==> src/rtl/riscv_pkg.sv <==
// Shared RV64I decode definitions: opcodes, ALU operations, trap causes and the
// registered decode payload carried from decode to execute.
package riscv_pkg;

  localparam logic [6:0] OPC_LOAD     = 7'b0000011;
  localparam logic [6:0] OPC_MISC_MEM = 7'b0001111;
  localparam logic [6:0] OPC_OP_IMM   = 7'b0010011;
  localparam logic [6:0] OPC_AUIPC    = 7'b0010111;
  localparam logic [6:0] OPC_OP_IMM32 = 7'b0011011;
  localparam logic [6:0] OPC_STORE    = 7'b0100011;
  localparam logic [6:0] OPC_OP       = 7'b0110011;
  localparam logic [6:0] OPC_LUI      = 7'b0110111;
  localparam logic [6:0] OPC_OP32     = 7'b0111011;
  localparam logic [6:0] OPC_BRANCH   = 7'b1100011;
  localparam logic [6:0] OPC_JALR     = 7'b1100111;
  localparam logic [6:0] OPC_JAL      = 7'b1101111;
  localparam logic [6:0] OPC_SYSTEM   = 7'b1110011;

  localparam logic [2:0] F3_PRIV     = 3'b000;
  localparam logic [2:0] F3_SYS_RSVD = 3'b100;

  localparam logic [11:0] SYS_ECALL  = 12'h000;
  localparam logic [11:0] SYS_EBREAK = 12'h001;

  localparam logic [3:0] CAUSE_NONE       = 4'd0;
  localparam logic [3:0] CAUSE_ILLEGAL    = 4'd2;
  localparam logic [3:0] CAUSE_BREAKPOINT = 4'd3;
  localparam logic [3:0] CAUSE_ECALL      = 4'd11;

  typedef enum logic [3:0] {
    ALU_NONE = 4'd0,
    ALU_ADD  = 4'd1,
    ALU_SUB  = 4'd2,
    ALU_AND  = 4'd3,
    ALU_OR   = 4'd4,
    ALU_XOR  = 4'd5,
    ALU_SLL  = 4'd6,
    ALU_SRL  = 4'd7,
    ALU_SRA  = 4'd8,
    ALU_SLT  = 4'd9,
    ALU_SLTU = 4'd10
  } alu_op_e;

  typedef struct packed {
    logic [6:0]  opcode;
    logic [4:0]  rd;
    logic [4:0]  rs1;
    logic [4:0]  rs2;
    logic [2:0]  funct3;
    logic [6:0]  funct7;
    alu_op_e     alu_op;
    logic [3:0]  trap_cause;
    logic [11:0] csr_addr;
    logic        is_csr;
    logic        csr_read;
    logic        csr_write;
    logic        trap;
    logic        reg_write_enable;
    logic        mem_read;
    logic        mem_write;
    logic        is_branch;
    logic        jump;
    logic        use_pc;
  } dec_t;

  // Register-register and register-immediate ALU ops share one funct3 map;
  // only the register form may select SUB.
  function automatic alu_op_e alu_from_f3(input logic [2:0] f3, input logic alt,
                                          input logic allow_sub);
    alu_op_e op;
    op = ALU_NONE;
    case (f3)
      3'b000:  op = (allow_sub && alt) ? ALU_SUB : ALU_ADD;
      3'b001:  op = ALU_SLL;
      3'b010:  op = ALU_SLT;
      3'b011:  op = ALU_SLTU;
      3'b100:  op = ALU_XOR;
      3'b101:  op = alt ? ALU_SRA : ALU_SRL;
      3'b110:  op = ALU_OR;
      default: op = ALU_AND;
    endcase
    return op;
  endfunction

endpackage

==> src/rtl/idecode_imm_gen.sv <==
// Immediate generator: selects the instruction format from the opcode and
// returns the XLEN-wide immediate (CSR forms yield the zero-extended uimm).
module imm_gen
  import riscv_pkg::*;
#(
  parameter int unsigned XLEN = 64
) (
  input  logic [31:0]     instr,
  output logic [XLEN-1:0] imm_c
);

  logic [2:0] f3;
  assign f3 = instr[14:12];

  always_comb begin
    imm_c = '0;
    case (instr[6:0])
      OPC_OP_IMM, OPC_OP_IMM32, OPC_LOAD, OPC_JALR:
        imm_c = {{(XLEN-12){instr[31]}}, instr[31:20]};
      OPC_STORE:
        imm_c = {{(XLEN-12){instr[31]}}, instr[31:25], instr[11:7]};
      OPC_BRANCH:
        imm_c = {{(XLEN-13){instr[31]}}, instr[31], instr[7], instr[30:25],
                 instr[11:8], 1'b0};
      OPC_JAL:
        imm_c = {{(XLEN-21){instr[31]}}, instr[31], instr[19:12], instr[20],
                 instr[30:21], 1'b0};
      OPC_LUI, OPC_AUIPC:
        imm_c = {{(XLEN-32){instr[31]}}, instr[31:12], 12'h000};
      OPC_SYSTEM:
        if (f3 != F3_PRIV && f3 != F3_SYS_RSVD) imm_c = XLEN'(instr[19:15]);
      default: imm_c = '0;
    endcase
  end

endmodule

==> src/rtl/idecode.sv <==
// RV64I decode stage: one registered decode per clock with stall (hold) and
// flush (bubble now plus one more bubble for the stale fetch behind it).
module idecode
  import riscv_pkg::*;
#(
  parameter int unsigned XLEN = 64
) (
  input  logic            clk,
  input  logic            rst,
  input  logic            flush,
  input  logic            stall,
  input  logic [31:0]     instr,
  input  logic [XLEN-1:0] pc,
  input  logic [XLEN-1:0] regfile_rs1,
  input  logic [XLEN-1:0] regfile_rs2,
  output logic [6:0]      opcode,
  output logic [4:0]      rd,
  output logic [4:0]      rs1,
  output logic [4:0]      rs2,
  output logic [2:0]      funct3,
  output logic [6:0]      funct7,
  output logic [XLEN-1:0] imm,
  output logic [XLEN-1:0] pc_out,
  output logic [3:0]      alu_op,
  output logic [3:0]      trap_cause,
  output logic [11:0]     csr_addr,
  output logic            is_csr,
  output logic            csr_read,
  output logic            csr_write,
  output logic            trap,
  output logic            reg_write_enable,
  output logic            mem_read,
  output logic            mem_write,
  output logic            is_branch,
  output logic            jump,
  output logic            use_pc
);

  dec_t            dec_c, dec_d, dec_q;
  logic [XLEN-1:0] imm_c, imm_d, imm_q;
  logic [XLEN-1:0] pc_d, pc_q;
  logic            flush_pending_d, flush_pending_q;
  logic [2:0]      f3;
  logic            rf_unused;

  // Operand values pass through this stage untouched.
  assign rf_unused = ^{regfile_rs1, regfile_rs2};
  assign f3        = instr[14:12];

  imm_gen #(.XLEN(XLEN)) u_imm_gen (
    .instr (instr),
    .imm_c (imm_c)
  );

  always_comb begin
    dec_c            = '0;
    dec_c.opcode     = instr[6:0];
    dec_c.rd         = instr[11:7];
    dec_c.rs1        = instr[19:15];
    dec_c.rs2        = instr[24:20];
    dec_c.funct3     = f3;
    dec_c.funct7     = instr[31:25];
    dec_c.csr_addr   = instr[31:20];
    case (instr[6:0])
      OPC_OP, OPC_OP32: begin
        dec_c.reg_write_enable = 1'b1;
        dec_c.alu_op           = alu_from_f3(f3, instr[30], 1'b1);
      end
      OPC_OP_IMM, OPC_OP_IMM32: begin
        dec_c.reg_write_enable = 1'b1;
        dec_c.alu_op           = alu_from_f3(f3, instr[30], 1'b0);
      end
      OPC_LOAD: begin
        dec_c.reg_write_enable = 1'b1;
        dec_c.mem_read         = 1'b1;
        dec_c.alu_op           = ALU_ADD;
      end
      OPC_STORE: begin
        dec_c.mem_write = 1'b1;
        dec_c.alu_op    = ALU_ADD;
      end
      OPC_BRANCH: begin
        dec_c.is_branch = 1'b1;
        dec_c.use_pc    = 1'b1;
      end
      OPC_JAL: begin
        dec_c.reg_write_enable = 1'b1;
        dec_c.jump             = 1'b1;
        dec_c.use_pc           = 1'b1;
        dec_c.alu_op           = ALU_ADD;
      end
      OPC_JALR: begin
        dec_c.reg_write_enable = 1'b1;
        dec_c.jump             = 1'b1;
        dec_c.alu_op           = ALU_ADD;
      end
      OPC_LUI: dec_c.reg_write_enable = 1'b1;
      OPC_AUIPC: begin
        dec_c.reg_write_enable = 1'b1;
        dec_c.use_pc           = 1'b1;
        dec_c.alu_op           = ALU_ADD;
      end
      OPC_SYSTEM: begin
        if (f3 == F3_PRIV) begin
          // MRET/WFI and other privileged forms decode to no controls.
          if (instr[31:20] == SYS_ECALL) begin
            dec_c.trap       = 1'b1;
            dec_c.trap_cause = CAUSE_ECALL;
          end else if (instr[31:20] == SYS_EBREAK) begin
            dec_c.trap       = 1'b1;
            dec_c.trap_cause = CAUSE_BREAKPOINT;
          end
        end else if (f3 == F3_SYS_RSVD) begin
          dec_c.trap       = 1'b1;
          dec_c.trap_cause = CAUSE_ILLEGAL;
        end else begin
          dec_c.is_csr           = 1'b1;
          dec_c.reg_write_enable = 1'b1;
          dec_c.csr_read         = 1'b1;
          dec_c.csr_write        = (f3[1:0] == 2'b01) || (instr[19:15] != 5'd0);
        end
      end
      OPC_MISC_MEM: dec_c.trap = 1'b0;
      default: begin
        dec_c.trap       = 1'b1;
        dec_c.trap_cause = CAUSE_ILLEGAL;
      end
    endcase
  end

  // Priority below reset: flush, then stall, then the pending post-flush bubble.
  always_comb begin
    dec_d           = dec_q;
    imm_d           = imm_q;
    pc_d            = pc_q;
    flush_pending_d = flush_pending_q;
    if (flush) begin
      dec_d           = '0;
      imm_d           = '0;
      pc_d            = '0;
      flush_pending_d = 1'b1;
    end else if (stall) begin
      flush_pending_d = flush_pending_q;
    end else if (flush_pending_q) begin
      dec_d           = '0;
      imm_d           = '0;
      pc_d            = '0;
      flush_pending_d = 1'b0;
    end else begin
      dec_d = dec_c;
      imm_d = imm_c;
      pc_d  = pc;
    end
  end

  always_ff @(posedge clk or posedge rst) begin
    if (rst) begin
      dec_q           <= '0;
      imm_q           <= '0;
      pc_q            <= '0;
      flush_pending_q <= 1'b0;
    end else begin
      dec_q           <= dec_d;
      imm_q           <= imm_d;
      pc_q            <= pc_d;
      flush_pending_q <= flush_pending_d;
    end
  end

  assign opcode           = dec_q.opcode;
  assign rd               = dec_q.rd;
  assign rs1              = dec_q.rs1;
  assign rs2              = dec_q.rs2;
  assign funct3           = dec_q.funct3;
  assign funct7           = dec_q.funct7;
  assign imm              = imm_q;
  assign pc_out           = pc_q;
  assign alu_op           = dec_q.alu_op;
  assign trap_cause       = dec_q.trap_cause;
  assign csr_addr         = dec_q.csr_addr;
  assign is_csr           = dec_q.is_csr;
  assign csr_read         = dec_q.csr_read;
  assign csr_write        = dec_q.csr_write;
  assign trap             = dec_q.trap;
  assign reg_write_enable = dec_q.reg_write_enable;
  assign mem_read         = dec_q.mem_read;
  assign mem_write        = dec_q.mem_write;
  assign is_branch        = dec_q.is_branch;
  assign jump             = dec_q.jump;
  assign use_pc           = dec_q.use_pc;

endmodule

==> config.mk <==
export PLATFORM = sky130hd
export DESIGN_NAME = idecode
export DESIGN_NICKNAME = d
export VERILOG_FILES = /design/src/rtl/riscv_pkg.sv /design/src/rtl/idecode_imm_gen.sv /design/src/rtl/idecode.sv
export SDC_FILE = /design/constraint.sdc
export NUM_CORES = 1
export LEC_CHECK = 0
export ABC_AREA = 1
export CELL_PAD_IN_SITES_DETAIL_PLACEMENT = 1
export CELL_PAD_IN_SITES_GLOBAL_PLACEMENT = 1
export CORE_AREA = 2 2 163 165
export CTS_CLUSTER_SIZE = 30
export DETAILED_ROUTE_END_ITERATION = 10
export DIE_AREA = 0 0 165 167
export PLACE_DENSITY_LB_ADDON = 0.1
export SYNTH_ARGS = -nofsm -noshare
export SYNTH_HDL_FRONTEND = slang
export SYNTH_SLANG_ARGS = --single-unit
==> constraint.sdc <==
create_clock -name clk -period 9.7 [get_ports clk]
set_input_delay 0.97 -clock clk [delete_from_list [all_inputs] [get_ports clk]]
set_output_delay 0.97 -clock clk [all_outputs]
set_load 0.005 [all_outputs]
==> flow_summary.toml <==
[power]
p_leak_nw = 4.62
power.density_nw_per_um2 = 146
peakVddDrop_mv = 0.0951
power_mw = 1.45

[placement]
io_buffer_count = 288
hpwl_um = 16500
place_congestion = 0.751

[synth]
synth_fp_nets = 912
synth.most_common_cell = "nand2_1"
seq_area_frac_synth_pct = 56.0
ys_ff_latch = 144
synth_area_um2 = 6430
yosysTopAreaCell = "dfrtp_1"
syn_area_per_cell_um2 = 9.41
yosysWarnings = 0
postSynthCellCount = 684
synth_edf_count = 0
synthArstFlopShare_pct = 100
synth.top_cell.area_share_pct = 56.0
synth_area_leaders = "dfrtp_1 (56%), nand2_1 (11%), a22o_1 (9.9%)"
synth_ff_type = "dfrtp_1"
synth_common_cells = "nand2_1 (192), dfrtp_1 (144), a22o_1 (73)"
yosysUniqueCellTypes = 29

[floorplanning]
die-area_um2 = 27600
ios = 418
row_count = 59
die_h_um = 167
core-area_um2 = 25800
start_util_pct = 25.0
die_w_um = 165

[timing]
fin_crit_sh_pct = 33.4
fin_tns_setup_ps = 0
fin_skew_ps = 7.37
min_period_ps = 3240
setup_violations = 0
hold_slack_ps = 478
hold_viol_final = 0
slew_violations = 0
worstMarginPinSlew_ps = 908
relSlewSlack_pct = 39.4
clock.fmax_ghz = 0.309
rsz0062_at_grt = "no"

[min_path]
min_path_cells = 2
min_from = "imm[23]"
hold_end = "imm[23]"
hold_class = "flip-flop to flip-flop"

[cells_and_area]
final_util_pct = 38.3
fin_nets = 1146
antenna_cells = 0
drive_above_1_share_pct = 7.20
syn2layout_area_growth_pct = 53.5

[worst_setup_path]
worstReg2RegStart = "flush_pending_q"
worstPathCellList = "clkdlybuf4s50_1 -> nand2_2 -> nor2_1 -> nand2_1 -> nand2_2 -> nor2_2 -> a21oi_4 -> nand2_1 -> nand2_1"
worst_path_most_repeated_cell = "nand2_1"
critPathMaxStageDelay_ps = 690
arrival_ps = 3600
worstSetupPathType = "input pin to flip-flop"
reg2regPathDepth = 5
required_ps = 10060
critPathMaxFanout = 25
r2r-end = "csr_write"
worstSetupEndpointType = "flip-flop"
cp_slowest_cell = "a21oi_4"
r2r_slack_ps = 7410
start_kind = "input pin"

[drt]
wl_um = 23400
drt-pass1-iter-count = 4
avgViaCountPerCell = 4.48
vias = 5676
wl_per_cell_um = 18.5
drc = 0
drt_iter0_drc = 212
drtAntennaViolNets = 0

[global_route]
grt.total_usage_pct = 17.4
gr-usage-met1_pct = 22.1
antenna_found_initial = 0
grt_use_met3_pct = 7.30
grt-busiest-layer = "met2"
use_met2_pct = 27.4
grt_pass1_wl_um = 36200
grt_max_degree = 90
grt_pass1_vias = 6024
gr-total-overflow = 0

[cts]
htree_levels = 4
cts_buffers = 17
cts.sinks = 144
cts.repair.resized = 0
clock_latency_ps = 430
cts-root-buf = "clkbuf_16"
cts.clk_slew.worst_paths_ps = 70
cts_hold_buf = 0
postCtsSetupRepairBufs = 0
clockBufferDepth = 2
cts_tree = "built"

[outcome]
status = "complete, no violations"

[run]
cap_violations = 0
[routing by layer]
layer,wire [um],up-vias
li1,-,2690
met1,10400,2777
met2,10700,198
met3,2120,11
met4,174,0
met5,0,-
[power breakdown]
group          leakage [nW]  internal, mW  switching, mW  total, mW
registers              1.99         0.614        0.00893      0.622
logic                  2.34        0.0749         0.0693      0.144
clock network         0.295         0.369          0.310      0.678
[logic make-up after synthesis]
logic type	synth area share, %
AO/OA/AOI/OAI	14.5
flip-flops	56.0
other	0.0583
AND/OR/NAND/NOR	19.6
buffers and inverters	9.82
[placed cells by master (no fill, tap or decap)]
master           count
a21oi_1             14
o41ai_1              1
inv_8                6
nand2_2             17
nor3_1               6
nor2_4               3
a21o_1               1
o22ai_1              1
dfrtp_1            144
a22o_1              73
inv_2                2
clkdlybuf4s50_1    288
o21ai_1              1
nand4_1              6
nor2_1              42
nor4_1               1
clkinv_2             1
inv_1               29
buf_4                6
inv_6                7
nor2_2               4
conb_1               1
nand3_1             28
clkinv_4             1
nor3_4               1
o21ai_0             35
a21oi_4              1
bufinv_16            1
a22oi_1              1
nand2_1            192
clkbuf_16           17
[critical path: cells and delay by family]
family	cells	cell delay (ps)
AO/OA/AOI/OAI	1	690
buffers and inverters	1	500
AND/OR/NAND/NOR	7	1420
[through the flow]
stage	instance area, um^2	instances	worst slack (ps)
finish	9880	1266	6460
global route	9880	1266	6190
CTS	9880	1266	6370
detailed placement	9290	1234	5940
global placement	9290	1234	5950
floorplan	6430	684	4860
[state kept, by name, indices dropped and copies added, names as in the netlist, 3 cells and up]
register / flops
pc_out: 64
imm: 32
funct7: 7
opcode: 7
rd: 5
rs1: 5
alu_op: 4
rs2: 4
funct3: 3
trap_cause: 3
[final cells by class]
class / count / area [um^2]
tap: 335 / 419
multi-input combinational: 429 / 2210
timing repair buffer: 294 / 2930
clock buffer: 17 / 425
clock inverter: 15 / 164
inverter: 32 / 125
sequential: 144 / 3600
fill: 2904 / 15900
[worst max-delay path by stage]
stage                     cells after the start      from   endpoint
after floorplan                               1       rst  alu_op[0]
after global placement                        9  instr[0]    imm[16]
after detailed placement                      9  instr[0]    imm[16]
after CTS                                     9  instr[0]    imm[16]
after global routing                          9  instr[0]    imm[16]
final                                         9  instr[0]    imm[16]
No activity file was read; power rests on OpenSTA's default activity.
